[config.mk]
export PLATFORM = sky130hd
export DESIGN_NAME = multicycle_controller
export DESIGN_NICKNAME = d
export VERILOG_FILES = /design/src/rtl/multicycle_controller.sv
export SDC_FILE = /design/constraint.sdc
export NUM_CORES = 1
export LEC_CHECK = 0
export ABC_AREA = 1
export CAP_MARGIN = 20
export CORE_AREA = 2 2 90 92
export CTS_BUF_LIST = sky130_fd_sc_hd__clkbuf_4
export CTS_CLUSTER_DIAMETER = 30
export DETAILED_ROUTE_END_ITERATION = 8
export DIE_AREA = 0 0 92 94
export HOLD_SLACK_MARGIN = 0.03
export PLACE_DENSITY = 0.81
export RECOVER_POWER = 50
export REMOVE_ABC_BUFFERS = 1
export SLEW_MARGIN = 20
export SYNTH_ARGS = -nofsm -noshare
export SYNTH_HDL_FRONTEND = slang
export SYNTH_SLANG_ARGS = --single-unit
export TNS_END_PERCENT = 100
[constraint.sdc]
create_clock -name clk -period 2.9 [get_ports clk]
set_clock_uncertainty 0.1 [all_clocks]
set_input_delay 0.29 -clock clk [delete_from_list [all_inputs] [get_ports clk]]
set_output_delay 0.29 -clock clk [all_outputs]
set_load 0.02 [all_outputs]
[src/rtl/multicycle_controller.sv]
// Multicycle RISC-V control sequencer: FETCH/DECODE/EXEC/MEM/WB with a
// wait-stated shared memory port, retired-instruction counter and traps.
module multicycle_controller #(
  parameter int MEM_TIMEOUT = 16
) (
  input  logic        clk,
  input  logic        reset,
  input  logic        run,
  input  logic [6:0]  opcode,
  input  logic [2:0]  funct3,
  input  logic        Zero,
  input  logic        Pos,
  input  logic        mem_ready,
  output logic        mem_req,
  output logic        IorD,
  output logic        MemRead,
  output logic        MemWrite,
  output logic        IRWrite,
  output logic        PCWrite,
  output logic        PCWriteCond,
  output logic        PCSource,
  output logic        ALUSrcA,
  output logic [1:0]  ALUSrcB,
  output logic [1:0]  ALUOp,
  output logic        MemtoReg,
  output logic        RegWrite,
  output logic [2:0]  state,
  output logic [31:0] instret,
  output logic [1:0]  fault
);

  typedef enum logic [2:0] {
    S_FETCH  = 3'd0,
    S_DECODE = 3'd1,
    S_EXEC   = 3'd2,
    S_MEM    = 3'd3,
    S_WB     = 3'd4,
    S_TRAP   = 3'd7
  } state_e;

  typedef enum logic [2:0] {
    C_NONE, C_R, C_I, C_LD, C_ST, C_BR
  } cls_e;

  localparam logic [31:0] TO_M1 = MEM_TIMEOUT - 1;

  state_e      st_q, st_d;
  cls_e        cls_q, cls_d, dec_cls;
  logic [2:0]  f3_q, f3_d;
  logic [31:0] cnt_q, cnt_d;
  logic [31:0] ret_q, ret_d;
  logic [1:0]  flt_q, flt_d;
  logic        take, retire, stall;

  assign state   = st_q;
  assign instret = ret_q;
  assign fault   = flt_q;

  always_comb begin
    dec_cls = C_NONE;
    unique case (1'b1)
      opcode == 7'b0110011: dec_cls = C_R;
      opcode == 7'b0010011: dec_cls = C_I;
      opcode == 7'b0000011: dec_cls = C_LD;
      opcode == 7'b0100011: dec_cls = C_ST;
      opcode == 7'b1100011: dec_cls = C_BR;
      default:              dec_cls = C_NONE;
    endcase
  end

  always_comb begin
    take = 1'b0;
    case (f3_q)
      3'b000:  take = Zero;
      3'b001:  take = !Zero;
      3'b100:  take = !Zero && !Pos;
      3'b101:  take = Zero || Pos;
      default: take = 1'b0;
    endcase
  end

  always_comb begin
    st_d        = st_q;
    cls_d       = cls_q;
    f3_d        = f3_q;
    flt_d       = flt_q;
    retire      = 1'b0;
    stall       = 1'b0;
    mem_req     = 1'b0;
    IorD        = 1'b0;
    MemRead     = 1'b0;
    MemWrite    = 1'b0;
    IRWrite     = 1'b0;
    PCWrite     = 1'b0;
    PCWriteCond = 1'b0;
    PCSource    = 1'b0;
    ALUSrcA     = 1'b0;
    ALUSrcB     = 2'd0;
    ALUOp       = 2'b00;
    MemtoReg    = 1'b0;
    RegWrite    = 1'b0;
    // Outputs stay quiet for as long as reset is held.
    if (reset) begin
      unique case (st_q)
        S_FETCH: begin
          if (run) begin
            mem_req = 1'b1;
            MemRead = 1'b1;
            ALUSrcB = 2'd1;
            if (mem_ready) begin
              IRWrite = 1'b1;
              PCWrite = 1'b1;
              st_d    = S_DECODE;
            end
          end
        end
        S_DECODE: begin
          cls_d = dec_cls;
          f3_d  = funct3;
          if (dec_cls == C_NONE) begin
            st_d  = S_TRAP;
            flt_d = 2'd1;
          end else begin
            st_d = S_EXEC;
          end
        end
        S_EXEC: begin
          ALUSrcA = 1'b1;
          unique case (cls_q)
            C_R: begin
              ALUOp = 2'b10;
              st_d  = S_WB;
            end
            C_I: begin
              ALUSrcB = 2'd2;
              ALUOp   = 2'b10;
              st_d    = S_WB;
            end
            C_LD, C_ST: begin
              ALUSrcB = 2'd2;
              st_d    = S_MEM;
            end
            C_BR: begin
              ALUOp       = 2'b01;
              PCSource    = 1'b1;
              PCWriteCond = take;
              st_d        = S_FETCH;
              retire      = 1'b1;
            end
            default: begin
              st_d  = S_TRAP;
              flt_d = 2'd1;
            end
          endcase
        end
        S_MEM: begin
          mem_req  = 1'b1;
          IorD     = 1'b1;
          MemRead  = (cls_q == C_LD);
          MemWrite = (cls_q == C_ST);
          if (mem_ready) begin
            st_d   = (cls_q == C_LD) ? S_WB : S_FETCH;
            retire = (cls_q != C_LD);
          end
        end
        S_WB: begin
          RegWrite = 1'b1;
          MemtoReg = (cls_q == C_LD);
          st_d     = S_FETCH;
          retire   = 1'b1;
        end
        default: ;
      endcase
    end
    stall = mem_req && !mem_ready;
    if (MEM_TIMEOUT != 0 && stall && cnt_q == TO_M1) begin
      st_d   = S_TRAP;
      flt_d  = 2'd2;
      retire = 1'b0;
    end
    if (st_d != st_q || (mem_req && mem_ready))
      cnt_d = '0;
    else if (stall)
      cnt_d = cnt_q + 32'd1;
    else
      cnt_d = cnt_q;
    ret_d = ret_q + {31'd0, retire};
  end

  always_ff @(posedge clk or negedge reset) begin
    if (!reset) begin
      st_q  <= S_FETCH;
      cls_q <= C_NONE;
      f3_q  <= '0;
      cnt_q <= '0;
      ret_q <= '0;
      flt_q <= '0;
    end else begin
      st_q  <= st_d;
      cls_q <= cls_d;
      f3_q  <= f3_d;
      cnt_q <= cnt_d;
      ret_q <= ret_d;
      flt_q <= flt_d;
    end
  end

endmodule

# Yosys cells after proc, flatten, opt, wreduce, memory -nomap -nowiden
# Index checks and enable logic that the tools add are counted.
[totals]
output_inout_bits = 52
regBits = 75
word_cells = 105
input_bits = 16
[op_classes]
eq_ne = 22
muxes = 54
add_sub_neg = 2
reduce_logical = 21
[ops]
columns = ["op", "count"]
rows = [
  ["$mux 32", 2],
  ["$add 32x1->32", 1],
  ["$add 32x1->32 const B", 1],
  ["$eq 32x4->1 const B", 1],
  ["$pmux 3 s5", 2],
  ["$mux 1", 27],
  ["$mux 3", 7],
  ["$mux 2", 8],
  ["$eq 3x3->1 const B", 5],
  ["$eq 7x6->1 const B", 2],
  ["$eq 3x2->1 const B", 4],
  ["$pmux 2 s2", 3],
  ["$eq 3x1->1 const B", 3],
  ["$logic_not 3->1", 3],
  ["$pmux 3 s3", 1],
  ["$eq 7x2->1 const B", 1],
  ["$eq 7x5->1 const B", 1],
  ["$eq 7x7->1 const B", 1],
  ["$ne 3x3->1 const B", 2],
  ["$reduce_or 5->1", 1],
  ["$logic_and 1x1->1", 4],
  ["$pmux 1 s2", 2],
  ["$pmux 1 s4", 1],
  ["$reduce_and 4->1", 1],
  ["other kinds (10)", 15],
]

# Depth between registers and ports, before layout
# Gate-level depths: netlist of run 1.
[depth]
depth_word = 10
depth_mapped = 15
ltp_nobuf = 14

# Least setup slack after synthesis of run 1
# OpenSTA, ideal clock, no wires.
[synth_path]
path_kind = "register to register"
startpoint = "reg st_q[1] (netlist: state[1])"
endpoint = "reg ret_q[29] (netlist: instret[29])"
stages_incl_launch_ff = 12
required_ns = 2.676
arrival_ns = 2.364
setup_slack_ns = 0.312
n_path_buf = 0
setup_time_ns = 0.124
synth_period_minus_slack_ns = 2.588
cell_sequence = "dfrtp_1 -> inv_1 -> nor3_1 -> nand3_1 -> a21oi_1 -> ha_1 -> nand3_1 -> nor3_2 -> nand4_1 -> nor4_2 -> nand3_1 -> xor2_1"
[synth_between]
elab_chain_len = 7
word_cells_on_any_way = 12
classes_between = "1 x add/sub; 3 x eq/ne; 5 x mux; 3 x reduce/logical"
[synth_lines]
columns = ["element", "line_no", "rtl"]
rows = [
  ["start, declared", "47", "state_e st_q, st_d;"],
  ["start signal, assigned", "199", "st_q <= st_d;"],
  ["$eq 3x2->1 / $logic_not 3->1 (equally long branches)", "104", "unique case (st_q)"],
  ["$pmux 1 s2", "104", ""],
  ["$mux 1", "103", "if (reset) begin"],
  ["$logic_and 1x1->1", "175", "stall = mem_req && !mem_ready;"],
  ["$logic_and 1x1->1", "176", "if (MEM_TIMEOUT != 0 && stall && cnt_q == TO_M1) begin"],
  ["$mux 1 *", "176", ""],
  ["$add 32x1->32 *", "187", "ret_d = ret_q + {31'd0, retire};"],
  ["named net ret_d[29]", "51", "logic [31:0] ret_q, ret_d;"],
  ["end signal, assigned", "203", "ret_q <= ret_d;"],
  ["end, declared", "51", ""],
]
# Mark *: on every way through the listed nets, which the timed path passes. The rest lies on a longest branch.
# A chain may end at the register's enable or synchronous reset.

# Final worst setup path of run 1
[layout_path]
startpoint = "reg st_q[2] (netlist: state[2])"
endpoint = "reg ret_q[20] (netlist: instret[20])"
# The elaborated chain is that of the path after synthesis.

==> flow_summary.yaml, run 1 <==
run_status:
  outcome: "complete, no violations"
die:
  fp.dieH_microns: 94
  die_w_microns: 92
  rows: 32
  ios: 68
  initial_core_util_pct: 54.7
  placeableCoreArea_sq_um: 7610
  die_area_sq_um: 8650
pwr:
  powerDensity_nw_per_um2: 560
  total_leakage_power_nw: 2.48
  ir_drop_mv: 0.437
  total_power_mw: 2.93
critical_path:
  crit_chain: "nor3_2 > a21oi_1 > a21oi_1 > ha_1 > ha_1 > nand2_1 > nor3_4 > nand2_1 > nor2_1 > nand2_1 > nor2_1 > xor2_1"
  arrival_ns: 2.99
  cpMostUsedCell: "nand2_1"
  criticalPathCategory: "flop to flop"
  reg2reg_to: "instret[20]"
  cp_max_fo: 7
  rrSetupSlack_ns: 0.15
  endpoint_kind: "flop"
  start_kind: "flop"
  cp_slowest_cell: "dfrtp_1"
  crit_path_max_incr_delay_ns: 0.48
  required_ns: 3.13
  reg2reg_from: "state[2]"
  rr_worst_depth: 12
clock_tree:
  clkTransAtPathRegs_ns: 0.13
  cts_max_level: 3
  numCtsBuffers: 9
  clock_path_buffers: 2
  cts_root_buf: "clkbuf_4"
  cts_tree: "done"
  cts.sinks: 75
  clock_latency_ns: 0.43
synthesis:
  synth_fa_ha_area_share_pct: 0.902
  yosysTopAreaCellShare_pct: 45.1
  yosys-top-cells-count: "118 x nand2_1, 101 x nor2_1, 75 x dfrtp_1"
  ys_seq_area_share_pct: 45.1
  synth_area_sq_um: 4160
  synth_area_leader_cell: "dfrtp_1"
  synth-edff-count: 0
  synth_most_common_cell: "nand2_1"
  synth_xor_area_share_pct: 12.2
  synthMuxAreaShare_pct: 0
  syn_inst: 538
  synth_top_family_by_area: "simple AND/OR/NAND/NOR gates"
  ys.flop_type: "dfrtp_1"
  synth-compound-area-share_pct: 2.38
  async_flop_share_pct: 100
  ys_seq_elements: 75
  synthTopCellsByArea: "dfrtp_1 45%, nand2_1 11%, nor2_1 9.1%"
  synthSimpleGateAreaFrac_pct: 32.5
  yosysWarnings: 0
  syn_avg_cell_area_sq_um: 7.74
  yosysUniqueCellTypes: 24
global_route:
  grtUsageTotal_pct: 22.8
  grt_pass1_wl_mm: 16.0
  antenna_found_initial: 0
  grt_start_max_net_pins: 55
  grt_pass1_vias: 3722
  overflow: 0
detailed_routing:
  dr.pass1.iters: 5
  dr_total_vias: 3764
  drtAntennaViolNets: 0
  vias_per_cell: 5.17
  drt_iter0_drc: 161
  routedWlPerCell_microns: 12.8
  route.detailed.drc: 0
  drt-total-wl_mm: 9.35
hold_path:
  whs_path_depth: 3
  hold-path-endpoint: "f3_q[2]"
  worstHoldStart: "funct3[2]"
  hp-class: "primary input to flop"
final_layout:
  post-route-util_pct: 68.7
  nFillCells: 615
  n_antenna_cell: 0
  drive_gt1_share_pct: 7.19
  area_growth_pct: 25.5
  nets: 640
timing:
  worst_slack_ns: 0.145
  worstMarginPinSlew_ns: 1.29
  final-hold-violation-count: 0
  fmax_ghz: 0.363
  slew_headroom_pct: 14.1
  finalMaxSlewViolations: 0
  finalSetupViolCount: 0
  period_minus_slack_ns: 2.75
  post-route-period-util_pct: 95.0
  holdWs_ns: 0.280
placed_design:
  finalWeightedCongestion: 0.867
  numPortBuffers: 67
  hpwl_mm: 6.84
  pre_cts_ws_ns: 0.0849
run:
  max_cap_viol_count: 0
worst max-delay path: cells and delay by family, from the launching register on:
family	cells	cell delay [ns]
flip-flops	1	0.48
AND/OR/NAND/NOR	7	1.22
AO/OA/AOI/OAI	2	0.27
adder cells (fa/ha/maj)	2	0.37
XOR/XNOR	1	0.22
metal layers:
metal | vias up | GRT usage, % | routed length [microns]
met3 | 18 | 3.93 | 462
met2 | 104 | 38.0 | 4620
met1 | 1781 | 29.8 | 4110
met5 | - | 0 | 0
li1 | 1861 | - | -
met4 | 0 | 9.08 | 148
metrics by stage:
| step | area (sq um) | instances | setup TNS [ns] |
|---|---|---|---|
| final | 5220 | 728 | 0 |
| after global routing | 5220 | 728 | -0.119 |
| after CTS | 5180 | 726 | 0 |
| after detailed placement | 4980 | 709 | 0 |
| after global placement | 4980 | 709 | 0 |
| after floorplan | 4120 | 531 | 0 |
sequential cells by signal (all words and copies together) (netlist names):
register and flops:
cls_q 3, cnt_q 32, instret 32, fault 2, state 3, f3_q 3
cells in the final DEF, fill, tap and decap left out, types with 5 or more instances in the layout:
master	count
nor3_1	17
clkbuf_4	12
a21oi_1	7
o21ai_0	8
xnor2_1	18
nor3_2	5
nor4_1	5
clkdlybuf4s50_1	48
nand2_1	118
dlygate4sd3_1	18
inv_1	65
nand4_1	16
dfrtp_1	73
nor2_1	101
xor2_1	40
buf_4	11
nand3_1	42
where the power goes:
group	internal (mW)	switching [mW]
sequential	1.14	0.103
clock	0.468	0.365
combinational	0.313	0.540
cell families after synthesis:
family / Yosys count
simple gates: 312
compound gates: 17
flops: 75
xor+xnor: 58
fa+ha+maj: 3
buf+inv: 73
how the worst max path moves through the flow:
stage | start | endpoint | slack, ns | cells past startpoint
after floorplan | state[1] | instret[29] | 0.31 | 11
after global placement | mem_ready | instret[29] | 0.19 | 10
after detailed placement | state[1] | instret[29] | 0.08 | 11
after CTS | state[1] | instret[29] | 0.05 | 11
after global routing | state[1] | instret[20] | -0.12 | 13
final | state[2] | instret[20] | 0.15 | 12
what timing repair did:
action | 4_1_cts | 5_1_grt
endpoints found under the hold margin | 75 | 0
hold buffers | 1 | 0
buffers inserted | 0 | 2
resized for setup | 1 | 6
pin swaps | 0 | 1
endpoints found under the setup margin | 1 | 8
area by class of cell:
type	count	area (sq um)	area share, %
clock buffers	12	90.1	1.72
clock inverters	4	98.8	1.89
inverters	66	248	4.74
multi-input cells	390	2020	38.7
flip-flops and latches	75	1880	36.0
well taps	102	128	2.44
repair buffers	79	757	14.5
No activity file was read; power rests on OpenSTA's default activity.
==> run 2, diff against run 1 <==
ABC_AREA = unset   (was 1)
CORE_AREA = 2 2 88 90   (was 2 2 90 92)
DIE_AREA = 0 0 90 92   (was 0 0 92 94)
==> run 2 against run 1 <==
Net effect:
- setup slack got worse by 0.0057 ns
- wire length decreased by 5.1%
- critical path depth decreased by 1
- largest cell class unchanged
- cell count decreased by 16%
- total power decreased by 6.6%
- maximum frequency decreased by 0.21%
- sequential power about the same
==> flow_summary.yaml, run 2 <==
timing:
  worstMarginPinSlew_ns: 0.720
  finalMaxSlewViolations: 0
  finalSetupTns_ns: 0
  finalSetupViolCount: 0
  slew_headroom_pct: 52.0
  fmax_ghz: 0.362
  period_minus_slack_ns: 2.76
  holdWs_ns: 0.106
  post-route-period-util_pct: 95.2
  final-hold-violation-count: 0
final_layout:
  postLayoutCellArea_sq_um: 5060
  area_growth_pct: 28.3
  drive_gt1_share_pct: 11.3
  layout_common_cells: "73 x dfrtp_1, 59 x clkdlybuf4s50_1, 51 x nor2_1"
  post-route-util_pct: 68.0
  final_common_cell: "dfrtp_1"
  nets: 527
  n_antenna_cell: 0
  nFillCells: 580
pwr:
  total_leakage_power_nw: 2.11
  total_power_mw: 2.73
  ir_drop_mv: 0.357
  powerDensity_nw_per_um2: 540
placed_design:
  finalWeightedCongestion: 0.906
  place_area_sq_um: 4830
  hpwl_mm: 6.35
  numPortBuffers: 67
die:
  placeableCoreArea_sq_um: 7450
  die_w_microns: 90
  die_area_sq_um: 8280
  fp.dieH_microns: 92
  ios: 68
  rows: 32
  initial_core_util_pct: 53.0
clock_tree:
  clock_path_buffers: 2
  cts_max_level: 3
  clkTransAtPathRegs_ns: 0.13
  cts.sinks: 75
  clock_latency_ns: 0.42
  cts_root_buf: "clkbuf_4"
  numCtsBuffers: 9
  cts_tree: "done"
synthesis:
  yosysWarnings: 0
  synth_xor_area_share_pct: 14.0
  synth_area_sq_um: 3950
  synth-edff-count: 0
  synthSimpleGateAreaFrac_pct: 25.4
  yosysTopAreaCellShare_pct: 47.6
  syn_inst: 424
  yosysUniqueCellTypes: 46
  syn_avg_cell_area_sq_um: 9.30
  ys_seq_elements: 75
  async_flop_share_pct: 100
  yosys-top-cells-count: "75 x dfrtp_1, 51 x nor2_1, 48 x xnor2_1"
  synthTopCellsByArea: "dfrtp_1 48%, xnor2_1 11%, nor2_1 4.9%"
  synth-compound-area-share_pct: 6.95
  synthMuxAreaShare_pct: 1.36
  synth_area_leader_cell: "dfrtp_1"
  ys.flop_type: "dfrtp_1"
  synth_fa_ha_area_share_pct: 0.951
  ys_seq_area_share_pct: 47.6
  synth_top_family_by_area: "simple AND/OR/NAND/NOR gates"
  synth_most_common_cell: "dfrtp_1"
critical_path:
  crit_chain: "nand2b_4 > o21ai_1 > a21oi_1 > o21ai_0 > and2_1 > ha_2 > nand3_1 > or3_1 > or4b_1 > buf_4 > xnor2_1"
  cp_top_family: "simple AND/OR/NAND/NOR gates"
  crit_path_max_incr_delay_ns: 0.55
  endpoint_kind: "flop"
  crit_buf_inv: 1
  critPathLaunch: "cls_q[1]"
  start_kind: "flop"
  rrSetupSlack_ns: 0.14
  arrival_ns: 2.96
  required_ns: 3.10
  cp_max_fo: 3
  reg2reg_from: "cls_q[1]"
  criticalPathCategory: "flop to flop"
  cp_slowest_cell: "or4b_1"
detailed_routing:
  route.detailed.drc: 0
  drt_iter0_drc: 150
  drt-total-wl_mm: 8.87
  vias_per_cell: 5.54
  dr_total_vias: 3407
  drtAntennaViolNets: 0
  dr.pass1.iters: 4
  routedWlPerCell_microns: 14.4
global_route:
  overflow: 0
  grt_pass1_wl_mm: 15.2
  grt_pass1_vias: 3328
  antenna_found_initial: 0
  grt_start_max_net_pins: 62
  grtUsageTotal_pct: 22.5
run_status:
  outcome: "complete, no violations"
run:
  max_cap_viol_count: 0
hold_path:
  hp-class: "primary input to async pin"
[run 2: path summary, 6_finish.rpt]
check | endpoint | cells past startpoint
min in group clk | f3_q[2] | 2
max in group asynchronous | state[0] | 3
worst max register to register | instret[27] | 11
worst min-delay path | instret[8] | 2
worst max-delay path | instret[27] | 11
worst min register to register | instret[31] | 1
[run 2: cell families (layout without fill, tap and decap cells)]
kind of cell,after synthesis,count (layout)
simple gates,200,200
flops,75,75
xor+xnor,63,63
compound gates,40,40
buf+inv,38,127
mux,5,5
fa+ha+maj,3,3
[run 2: timing repair]
item                                    4_1_cts  5_1_grt
endpoints found under the hold margin        38        0
cloned                                        0        0
setup buffers                                 0        1
gates resized for setup                       3       14
endpoints found under the setup margin        2       16
pin swaps                                     0        3
hold buffers                                  1        0
[run 2: worst register-to-register path, delay by kind of cell (launching register included)]
family | cells | cell delay [ns]
flops | 1 | 0.43
buf+inv | 1 | 0.17
compound gates | 3 | 0.34
xor+xnor | 1 | 0.11
simple gates | 5 | 1.29
fa+ha+maj | 1 | 0.21
[run 2: per-stage QoR]
step                      setup slack (ns)  std cells
after CTS                           0.0104        614
after detailed placement            -0.219        597
after global placement              -0.119        597
after floorplan                     -0.119        407
after global routing               -0.0191        615
final                                0.140        615
[run 2: routing by layer]
metal,up-vias,track usage (%),routed length (microns)
met5,-,0,0
met4,0,10.9,229
met3,21,3.53,417
met2,108,38.0,4400
met1,1640,28.6,3820
li1,1638,-,-
[run 2: report_power, final]
| part | switching, mW | internal (mW) | total (mW) |
|---|---|---|---|
| clock network | 0.377 | 0.272 | 0.650 |
| logic | 0.485 | 0.376 | 0.861 |
| registers | 0.0885 | 1.13 | 1.22 |
| total | 0.951 | 1.78 | 2.73 |
[run 2: cell type report]
cell class / instances / area [sq um] / share of cell area [%]
multi-input cells: 311 / 1990 / 39.4
flip-flops and latches: 75 / 1880 / 37.1
repair buffers: 90 / 842 / 16.6
well taps: 102 / 128 / 2.52
inverters: 21 / 78.8 / 1.56
clock buffers: 10 / 75.1 / 1.48
clock inverters: 6 / 66.3 / 1.31
